`src/rtl/fp_pkg.sv`:
```
// Shared constants and types for the floating-point normalize/round slice.
//
// Contents:
//   EXP_W, MANT_W, BIAS, EXP_MAX - IEEE-754 single-precision field geometry
//   EXP_ARITH_W                  - width of the signed exponent datapath
//   RAW_W                        - width of the raw mantissa sum (carry + hidden + fraction)
//   POS_W                        - width of an encoded leading-one position
//   fp32_t                       - packed IEEE-754 single word
//   pack_fp                      - builds an fp32_t from its three fields
package fp_pkg;

    localparam int EXP_W       = 8;
    localparam int MANT_W      = 23;
    localparam int BIAS        = 127;
    localparam int EXP_MAX     = 255;
    localparam int EXP_ARITH_W = 10;
    localparam int RAW_W       = MANT_W + 2;
    localparam int POS_W       = 5;

    typedef struct packed {
        logic              sign;
        logic [EXP_W-1:0]  exp;
        logic [MANT_W-1:0] frac;
    } fp32_t;

    function automatic fp32_t pack_fp(input logic sign,
                                      input logic [EXP_W-1:0] exp,
                                      input logic [MANT_W-1:0] frac);
        fp32_t f;
        f.sign = sign;
        f.exp  = exp;
        f.frac = frac;
        return f;
    endfunction

endpackage

```
`src/rtl/pr_circuit_25x25.sv`:
```
// Priority circuit: one-hot grant of the most significant set request bit.
//
// Ports:
//   req   [24:0] in   request vector (raw mantissa sum)
//   grant [24:0] out  one-hot vector marking the highest set bit of req;
//                     all zeros when req is zero
module pr_circuit_25x25 (
    input  logic [24:0] req,
    output logic [24:0] grant
);

    logic found;

    // Scan from the MSB down; the first set bit wins and masks the rest.
    always_comb begin
        grant = '0;
        found = 1'b0;
        for (int i = 24; i >= 0; i--) begin
            if (req[i] && !found) begin
                grant[i] = 1'b1;
                found    = 1'b1;
            end
        end
    end

endmodule

```
`src/rtl/fp_normalize_round.sv`:
```
// Two-stage normalize / round / pack back end for a single-precision adder.
//
// Stage 1 registers the incoming beat together with the one-hot leading-one
// vector of the raw mantissa and its encoded position. Stage 2 shifts,
// adjusts the exponent, rounds and packs, and registers the result and flags.
//
// Ports:
//   clk, rst          clock, asynchronous active-high reset
//   in_valid/in_ready input handshake
//   in_sign           sign of the raw sum
//   in_exp [7:0]      biased exponent of the larger operand (1..254)
//   in_mant [24:0]    raw mantissa sum (bit24 carry, bit23 hidden position)
//   in_guard          first bit dropped during alignment
//   in_sticky         OR of the remaining dropped bits
//   in_special        bypass: emit in_special_word unchanged
//   in_special_word   word to emit for special cases
//   out_valid/out_ready output handshake
//   out_result [31:0] packed IEEE-754 single
//   out_ovf, out_unf, out_zero  overflow, underflow-flush, exact-zero flags
//
// Handshake: a beat transfers on a rising edge where valid and ready are
// both high. A producer holds valid and its payload until the transfer; the
// result side holds out_result and flags stable while out_valid & !out_ready.
// in_ready is combinational from the stage occupancy and out_ready.
module fp_normalize_round
    import fp_pkg::*;
#(
    parameter bit ROUND_EN = 1'b1
) (
    input  logic        clk,
    input  logic        rst,
    input  logic        in_valid,
    output logic        in_ready,
    input  logic        in_sign,
    input  logic [7:0]  in_exp,
    input  logic [24:0] in_mant,
    input  logic        in_guard,
    input  logic        in_sticky,
    input  logic        in_special,
    input  logic [31:0] in_special_word,
    output logic        out_valid,
    input  logic        out_ready,
    output logic [31:0] out_result,
    output logic        out_ovf,
    output logic        out_unf,
    output logic        out_zero
);

    localparam logic signed [EXP_ARITH_W-1:0] EXP_OVF = EXP_ARITH_W'(EXP_MAX);

    // ------------------------------------------------------------------
    // Leading-one detection on the raw input
    // ------------------------------------------------------------------
    logic [RAW_W-1:0] lead_onehot;
    logic [POS_W-1:0] lead_pos;

    pr_circuit_25x25 u_lead (
        .req   (in_mant),
        .grant (lead_onehot)
    );

    always_comb begin
        lead_pos = '0;
        for (int i = 0; i < RAW_W; i++) begin
            if (lead_onehot[i]) begin
                lead_pos = lead_pos | POS_W'(i);
            end
        end
    end

    // ------------------------------------------------------------------
    // Handshake / stage load enables
    // ------------------------------------------------------------------
    logic s1_valid;
    logic s2_load;
    logic s1_load;

    assign s2_load  = !out_valid || out_ready;
    assign s1_load  = !s1_valid || s2_load;
    assign in_ready = s1_load;

    // ------------------------------------------------------------------
    // Stage 1 registers
    // ------------------------------------------------------------------
    logic              s1_sign;
    logic [EXP_W-1:0]  s1_exp;
    logic [RAW_W-1:0]  s1_mant;
    logic              s1_guard;
    logic              s1_sticky;
    logic              s1_special;
    logic [31:0]       s1_word;
    logic [RAW_W-1:0]  s1_onehot;
    logic [POS_W-1:0]  s1_pos;

    always_ff @(posedge clk or posedge rst) begin
        if (rst) begin
            s1_valid   <= 1'b0;
            s1_sign    <= 1'b0;
            s1_exp     <= '0;
            s1_mant    <= '0;
            s1_guard   <= 1'b0;
            s1_sticky  <= 1'b0;
            s1_special <= 1'b0;
            s1_word    <= '0;
            s1_onehot  <= '0;
            s1_pos     <= '0;
        end else if (s1_load) begin
            s1_valid <= in_valid;
            if (in_valid) begin
                s1_sign    <= in_sign;
                s1_exp     <= in_exp;
                s1_mant    <= in_mant;
                s1_guard   <= in_guard;
                s1_sticky  <= in_sticky;
                s1_special <= in_special;
                s1_word    <= in_special_word;
                s1_onehot  <= lead_onehot;
                s1_pos     <= lead_pos;
            end
        end
    end

    // ------------------------------------------------------------------
    // Stage 2 combinational: shift, exponent adjust, round, pack
    // ------------------------------------------------------------------
    logic [POS_W-1:0]              lsh;
    logic [MANT_W:0]               mant_n;
    logic                          rnd_bit;
    logic                          stk_bit;
    logic signed [EXP_ARITH_W-1:0] exp_n;
    logic                          inc;
    logic [MANT_W+1:0]             sum;
    logic [MANT_W:0]               mant_r;
    logic signed [EXP_ARITH_W-1:0] exp_r;
    logic                          is_zero;
    logic [31:0]                   nx_result;
    logic                          nx_ovf;
    logic                          nx_unf;
    logic                          nx_zero;

    // Left-shift distance when the leading one sits below the hidden bit.
    assign lsh     = POS_W'(MANT_W) - s1_pos;
    assign is_zero = ~|s1_onehot;

    always_comb begin
        mant_n  = '0;
        rnd_bit = 1'b0;
        stk_bit = 1'b0;
        exp_n   = $signed({{(EXP_ARITH_W-EXP_W){1'b0}}, s1_exp});

        if (s1_onehot[MANT_W+1]) begin
            // Carry out of the add: renormalize right by one.
            mant_n  = s1_mant[MANT_W+1:1];
            exp_n   = exp_n + EXP_ARITH_W'(1);
            rnd_bit = s1_mant[0];
            stk_bit = s1_guard | s1_sticky;
        end else if (s1_onehot[MANT_W]) begin
            mant_n  = s1_mant[MANT_W:0];
            rnd_bit = s1_guard;
            stk_bit = s1_sticky;
        end else begin
            // Cancellation: the guard bit fills the first vacated position,
            // later ones are zero; nothing is left below the LSB to round.
            mant_n = (s1_mant[MANT_W:0] << lsh)
                   | ({{MANT_W{1'b0}}, s1_guard} << (lsh - POS_W'(1)));
            exp_n  = exp_n - $signed({{(EXP_ARITH_W-POS_W){1'b0}}, lsh});
        end
    end

    always_comb begin
        inc    = ROUND_EN && rnd_bit && (stk_bit || mant_n[0]);
        sum    = {1'b0, mant_n} + (MANT_W+2)'(inc);
        mant_r = sum[MANT_W:0];
        exp_r  = exp_n;
        // All-ones mantissa rounding up rolls over to the next binade.
        if (sum[MANT_W+1]) begin
            mant_r = {1'b1, {MANT_W{1'b0}}};
            exp_r  = exp_n + EXP_ARITH_W'(1);
        end
    end

    always_comb begin
        nx_result = '0;
        nx_ovf    = 1'b0;
        nx_unf    = 1'b0;
        nx_zero   = 1'b0;

        if (s1_special) begin
            nx_result = s1_word;
        end else if (is_zero || !mant_r[MANT_W]) begin
            // A nonzero sum always normalizes with its hidden bit set.
            nx_zero = 1'b1;
        end else if (exp_r >= EXP_OVF) begin
            nx_result = pack_fp(s1_sign, EXP_W'(EXP_MAX), '0);
            nx_ovf    = 1'b1;
        end else if (exp_r <= EXP_ARITH_W'(0)) begin
            nx_result = pack_fp(s1_sign, '0, '0);
            nx_unf    = 1'b1;
        end else begin
            nx_result = pack_fp(s1_sign, exp_r[EXP_W-1:0], mant_r[MANT_W-1:0]);
        end
    end

    // ------------------------------------------------------------------
    // Stage 2 registers (the outputs)
    // ------------------------------------------------------------------
    always_ff @(posedge clk or posedge rst) begin
        if (rst) begin
            out_valid  <= 1'b0;
            out_result <= '0;
            out_ovf    <= 1'b0;
            out_unf    <= 1'b0;
            out_zero   <= 1'b0;
        end else if (s2_load) begin
            out_valid <= s1_valid;
            if (s1_valid) begin
                out_result <= nx_result;
                out_ovf    <= nx_ovf;
                out_unf    <= nx_unf;
                out_zero   <= nx_zero;
            end
        end
    end

endmodule

```
`config.mk`:
```
export PLATFORM = sky130hd
export DESIGN_NAME = fp_normalize_round
export DESIGN_NICKNAME = d
export VERILOG_FILES = /design/src/rtl/fp_pkg.sv /design/src/rtl/pr_circuit_25x25.sv /design/src/rtl/fp_normalize_round.sv
export SDC_FILE = /design/constraint.sdc
export NUM_CORES = 1
export LEC_CHECK = 0
export ABC_AREA = 1
export BUFFER_PORTS_ARGS = -buffer_cell sky130_fd_sc_hd__buf_2
export CORE_MARGIN = 1.5
export CORE_UTILIZATION = 42
export CTS_BUF_LIST = sky130_fd_sc_hd__clkbuf_2
export DETAILED_ROUTE_END_ITERATION = 8
export GPL_ROUTABILITY_DRIVEN = 0
export GPL_TIMING_DRIVEN = 0
export PLACE_DENSITY = 0.72
export SETUP_SLACK_MARGIN = 0.02
export SKIP_CTS_REPAIR_TIMING = 1
export SYNTH_ARGS = -nofsm -noshare
export SYNTH_HDL_FRONTEND = slang
export SYNTH_SLANG_ARGS = --single-unit
```
`constraint.sdc`:
```
create_clock -name clk -period 9.2 [get_ports clk]
set_input_delay 0.92 -clock clk [delete_from_list [all_inputs] [get_ports clk]]
set_output_delay 0.92 -clock clk [all_outputs]
set_load 0.01 [all_outputs]
```
# Yosys cells after proc, flatten, opt, wreduce, memory -nomap -nowiden
# Index checks and enable logic that the tools add are counted.
[word_totals] output_inout_bits=37 elab_cells=230 ff_bits=136 input_bits=73
[classes] eq_ne=2 n_reduce_logical=60 magnitude_cmp=2 add_sub_neg=6 n_bitwise=2 shift=2 muxes=141
[op_table] op="2-to-1 mux 32 bit" count=13
[op_table] op="2-to-1 mux 25 bit" count=4
[op_table] op="2-to-1 mux 24 bit" count=4
[op_table] op="2-to-1 mux 1 bit" count=88
[op_table] op="2-to-1 mux 5 bit" count=11
[op_table] op="2-to-1 mux 10 bit" count=4
[op_table] op="2-to-1 mux 4 bit" count=8
[op_table] op="2-to-1 mux 31 bit" count=1
[op_table] op="zero test 1 bit" count=28
[op_table] op="adder 24 x 1 -> 25 bit" count=1
[op_table] op="logical AND 1 bit" count=25
[op_table] op="OR reduction 25 bit" count=1
[op_table] op="OR 24 bit" count=1
[op_table] op="<< shifter 1 x 5 -> 24 bit" count=1
[op_table] op="<< shifter 24 x 5 -> 24 bit" count=1
[op_table] op="2-to-1 mux 8 bit" count=2
[op_table] op="2-to-1 mux 3 bit" count=4
[op_table] op="adder 10 x 2 -> 10 bit (second input constant)" count=1
[op_table] op="greater-or-equal comparator 10 x 9 -> 1 bit (second input constant)" count=1
[op_table] op="less-or-equal comparator 10 x 1 -> 1 bit (second input constant)" count=1
[op_table] op="adder 8 x 1 -> 9 bit (second input constant)" count=1
[op_table] op="subtractor 8 x 5 -> 9 bit" count=1
[op_table] op="subtractor 5 x 1 -> 5 bit (second input constant)" count=1
[op_table] op="subtractor 5 bit (first input constant)" count=1
[op_table] op="5 further kinds" count=11

# Longest topological paths before layout
[depth] depth_word=96 ltp_mapped=27 mapped_depth_nobuf=27

# Cells and area by module
# Synthesis repeated with hierarchy kept, for this count alone.
[hier_totals] hier_cells=1516 hier_area_um2=9778.1
[by_module_without_submodules] mod="fp_normalize_round" cells_per_inst=1447 n_inst=1 seq_area_each_um2=3403.3 area_per_inst_um2=9419.0
[by_module_without_submodules] mod="pr_circuit_25x25" cells_per_inst=69 n_inst=1 seq_area_each_um2=0.0 area_per_inst_um2=359.1

# Least setup slack after synthesis
# No wires, ideal clock.
[synth_timing] kind="register to register" startpoint="reg s1_pos[0]" endpoint="reg out_result[10]" period_less_slack_ns=3.492 required_time_ns=9.083 slack_ns=5.708 t_arrival_ns=3.375 path_stages_with_launch=25 path_cell_list="dfrtp_1 > ha_1 > inv_1 > nand2_1 > nand2_1 > nor2_1 > nand3_1 > o21ai_0 > o21ai_0 > nor2_1 > ha_1 > nand3_1 > nor2_2 > inv_2 > nor3_4 > nand3_4 > o21ai_1 > inv_2 > nor2_4 > nand3_4 > buf_2 > nand4_1 > nor2_1 > nor2_1 > nor2_1"
[synth_via] elab_chain_cells=24 word_cells_on_any_way=34
[synth_rtl] item="start, declared" line_no="fp_normalize_round.sv:93" text="logic [POS_W-1:0] s1_pos;"
[synth_rtl] item="start signal, assigned" line_no="fp_normalize_round.sv:118" text="s1_pos <= lead_pos;"
[synth_rtl] item="subtractor 5 bit *" line_no="fp_normalize_round.sv:142" text="assign lsh = POS_W'(MANT_W) - s1_pos;"
[synth_rtl] item="subtractor 5 x 1 -> 5 bit" line_no="fp_normalize_round.sv:165" text="| ({{MANT_W{1'b0}}, s1_guard} << (lsh - POS_W'(1)));"
[synth_rtl] item="<< shifter 1 x 5 -> 24 bit" line_no="fp_normalize_round.sv:165"
[synth_rtl] item="OR 24 bit" line_no="fp_normalize_round.sv:165"
[synth_rtl] item="2-to-1 mux 24 bit" line_no="fp_normalize_round.sv:157" text="end else if (s1_onehot[MANT_W]) begin"
[synth_rtl] item="2-to-1 mux 24 bit (2 in series)" line_no="fp_normalize_round.sv:151" text="if (s1_onehot[MANT_W+1]) begin"
[synth_rtl] item="logical OR 1 bit" line_no="fp_normalize_round.sv:171" text="inc = ROUND_EN && rnd_bit && (stk_bit || mant_n[0]);"
[synth_rtl] item="logical AND 1 bit" line_no="fp_normalize_round.sv:171"
[synth_rtl] item="[6 not listed]"
[synth_rtl] item="2-to-1 mux 32 bit" line_no="fp_normalize_round.sv:188" text="if (s1_special) begin"
[synth_rtl] item="2-to-1 mux 32 bit" line_no="fp_normalize_round.sv:193" text="end else if (exp_r >= EXP_OVF) begin"
[synth_rtl] item="2-to-1 mux 32 bit" line_no="fp_normalize_round.sv:190" text="end else if (is_zero || !mant_r[MANT_W]) begin"
[synth_rtl] item="2-to-1 mux 32 bit" line_no="fp_normalize_round.sv:188"
[synth_rtl] item="2-to-1 mux 32 bit *" line_no="fp_normalize_round.sv:190"
[synth_rtl] item="2-to-1 mux 32 bit * (2 in series)" line_no="fp_normalize_round.sv:188"
[synth_rtl] item="2-to-1 mux 32 bit *" line_no="fp_normalize_round.sv:216" text="if (s1_valid) begin"
[synth_rtl] item="2-to-1 mux 32 bit *" line_no="fp_normalize_round.sv:214" text="end else if (s2_load) begin"
[synth_rtl] item="end signal, assigned" line_no="fp_normalize_round.sv:217" text="out_result <= nx_result;"
[synth_rtl] item="end, declared" line_no="fp_normalize_round.sv:43" text="output logic [31:0] out_result,"
# Every way passes the cells marked *; elsewhere a longest branch is shown, timed or not. The select of a mux whose other input is x is not followed.
# A chain may end at the register's enable or synchronous reset.

# Final worst setup path
# Ends and elaborated chain as after synthesis.

==> reports/metrics.cfg <==
[routing]
wirelength_mm=32.34
via_per_inst=5.564
routedWlPerCell_um=16.61
dr.pass1.iters=5
ant_nets=0
initialDrtViolationCount=1136
vias=10830
drc=0

[pwr]
p_int_mw=1.228
irDropWorstVdd_uv=115.8
swShare_pct=46.11
p_leak_nw=5.607
powerDensity_nw_per_um2=208.1
clock_power_share_pct=19.7
power_frac_comb_pct=44.7
switchingPower_mw=1.050
sequentialPowerShare_pct=35.6

[synth]
ys_ff_latch=135
syn_area_per_cell_sq_um=6.392
synthArstFlopShare_pct=100.0
synthCells=1519
synth-edff-count=0
synth_cell_type_count=43
synth_flop_cell=dfrtp_1
seq_area_frac_synth_pct=34.79
syn_area_sq_um=9709
synth_nets=1602
ys_warn_count=0

[place]
dpl.hpwl_mm=25.23
port_buffers=109
post-place-ws_ns=4.857

[setup_path]
path_class=reg2reg
arrival_ns=5.11
crit_chain=ha_1 > inv_1 > nand2_1 > nand2_1 > nor2_1 > nand3_1 > o21ai_0 > o21ai_0 > nor2_1 > ha_1 > nand3_1 > nor2_2 > inv_2 > nor3_4 > nand3_4 > o21ai_1 > inv_2 > nor2_4 > nand3_4 > buf_2 > nand4_1 > nor2_1 > nor2_1 > nor2_1
crit_slowest_cell=dfrtp_1
cp-start-kind=flip-flop
crit_top_cell=nor2_1
critical-path-max-stage-delay_ns=0.58
ff2ff_path_depth=24
cp.required_ns=9.86
end_kind=flip-flop
path_max_fanout=10

[global_routing]
grt_usage_pct=27.49
grt_pass1_wl_mm=51.64
grt_max_degree=99
grt_pass1_vias=10050
grt_overflow=0
antenna_found_initial=1

[finish]
syn_to_final_growth_pct=12.73
postLayoutCoreUtil_pct=48.34
finish.net_count=1731
drive_above_1_share_pct=13.25

[floorplanning]
rows=55
die-height_um=155.0
core_sq_um=22640
die_area_sq_um=24040
dieWidth_um=155.0
initial_core_util_pct=42.88
boundaryPins=110

[clocking]
htree_levels=4
cts_tree=yes
cts-buffers-inserted=17
cts_sinks=135
max-clock-path-buffers=2
worstSkewPairLatency_ns=0.78
cts.clk_slew.worst_paths_ns=0.25
clock-root-buffer=clkbuf_2

[timing]
setup_viol=0
slew_viol_final=0
rsz0062_at_grt=no
slew_headroom_pct=46.47
hold_violations=0
tightest_slew_ns=0.8029
clock_skew_ns=0.04253
fin_ws_ns=4.749
fin_crit_ns=4.451
fin_crit_sh_pct=48.38
fin_tns_setup_ns=0
fmax_mhz=224.7

[run_status]
status=finished clean

[hold_path]
min_path_type=in2async

[job]
cap_viol_max_count=0

-- logic make-up (layout without fill, tap and decap cells) --
kind of cell | Yosys count | count (layout) | share of synthesized area, %
AND/OR/NAND/NOR | 995 | 995 | 44.12
buffers and inverters | 191 | 333 | 8.376
AO/OA/AOI/OAI | 168 | 168 | 9.536
flip-flops | 135 | 135 | 34.79
XOR/XNOR | 20 | 20 | 1.804
adder cells (fa/ha/maj) | 10 | 10 | 1.366
other | 0 | 1 | 0
-- placed cells by master, fill, tap and decap left out, types with 4 or more instances in the layout --
| master | n |
|---|---|
| inv_2 | 10 |
| buf_6 | 7 |
| nand2_2 | 10 |
| o211ai_1 | 5 |
| a31oi_1 | 4 |
| buf_4 | 5 |
| o21ai_1 | 4 |
| clkbuf_2 | 17 |
| buf_1 | 4 |
| o21ai_0 | 68 |
| nor2_2 | 4 |
| nor2_1 | 174 |
| a21oi_1 | 66 |
| a21oi_2 | 8 |
| nor4_1 | 8 |
| inv_1 | 104 |
| nand3_1 | 183 |
| nand4_1 | 42 |
| xor2_1 | 17 |
| nand2_1 | 529 |
| clkbuf_1 | 38 |
| dfrtp_1 | 135 |
| inv_6 | 5 |
| ha_1 | 9 |
| nor2_4 | 5 |
| nor3_1 | 26 |
| buf_2 | 129 |
| o31ai_1 | 4 |
| bufinv_16 | 4 |
-- state kept, by name (all words and copies together), names as in the netlist --
name,flops
out_result,32
s1_word,32
s1_mant,25
s1_onehot,24
s1_exp,8
s1_pos,5
out_ovf,1
out_unf,1
out_valid,1
out_zero,1
s1_guard,1
s1_sign,1
s1_special,1
s1_sticky,1
s1_valid,1
-- final cells by class --
class                      instances  area (sq um)
clock buffer                      17         85.08
buffer                            74         374.1
inverter                         117         444.2
antenna                            1         2.502
timing repair buffer             110         573.1
fill                            2333         11700
clock inverter                    15         214.0
tap                              285         356.6
sequential                       135          3378
multi-input combinational       1193          5518
-- stage by stage --
stage	total power, mW	instances	hold slack [ns]	cell area, sq um
2_1_floorplan	1.492	1519	0.4447	9709
3_3_place_gp	1.799	1913	0.4623	10610
3_5_place_dp	1.814	1914	0.4662	10640
4_1_cts	2.262	1946	0.05682	10940
5_1_grt	2.440	1947	0.05659	10950
6_report	2.278	1947	0.09495	10950
-- final timing paths --
| path | startpoint | end | slack (ns) |
|---|---|---|---|
| min in group clk | in_special_word[25] | s1_word[25] | 0.32 |
| worst min register to register | s1_word[16] | s1_word[16] | 0.51 |
| worst max register to register | s1_pos[0] | out_result[10] | 4.75 |
| worst max-delay path | s1_pos[0] | out_result[10] | 4.75 |
| worst min-delay path | rst | s1_onehot[22] | 0.09 |
| max in group asynchronous | rst | out_result[25] | 8.28 |
-- Yosys cell counts, drive strengths merged (2+ instances only) --
cell type  instances  area (sq um)
xor2              17         148.9
nand2            539          2048
or4                2         15.01
xnor2              3         26.28
nand3b             3         22.52
clkbuf            38         142.6
clkinv             2         7.510
a31oi              4         25.02
o211ai             5         37.54
and2               2         12.51
a22oi              2         15.01
nand4             42         262.8
a21oi             74         400.4
o21ai             75         386.6
inv              115         431.7
nor3              28         156.4
dfrtp            135          3378
nor2             183         734.4
o31ai              4         30.03
ha                 9         112.6
buf               36         231.5
nor4               8         50.05
nand3            186         968.4
-- power by group through the flow --
stage / Clock, mW / Combinational, mW / Sequential (mW)
after floorplan: 0 / 0.686 / 0.806
after global placement: 0 / 0.983 / 0.816
after detailed placement: 0 / 0.998 / 0.817
after CTS: 0.455 / 1.00 / 0.805
after global routing: 0.478 / 1.14 / 0.821
final: 0.449 / 1.02 / 0.811
-- critical path, delay by kind of cell, from the launching register on --
kind,cells,cell delay (ns)
AND/OR/NAND/NOR,15,2.20
buffers and inverters,4,0.46
AO/OA/AOI/OAI,3,0.53
flip-flops,1,0.58
adder cells (fa/ha/maj),2,0.57
-- per-layer routing --
| layer | GRT usage [%] | wire length, um | vias to the layer above |
|---|---|---|---|
| li1 | - | - | 5203 |
| met2 | 41.70 | 13850 | 529 |
| met3 | 7.549 | 3211 | 120 |
| met1 | 36.03 | 13660 | 4981 |
| met4 | 13.78 | 1621 | 0 |
| met5 | 0 | 0 | - |
(Power assumes the default switching activity.)
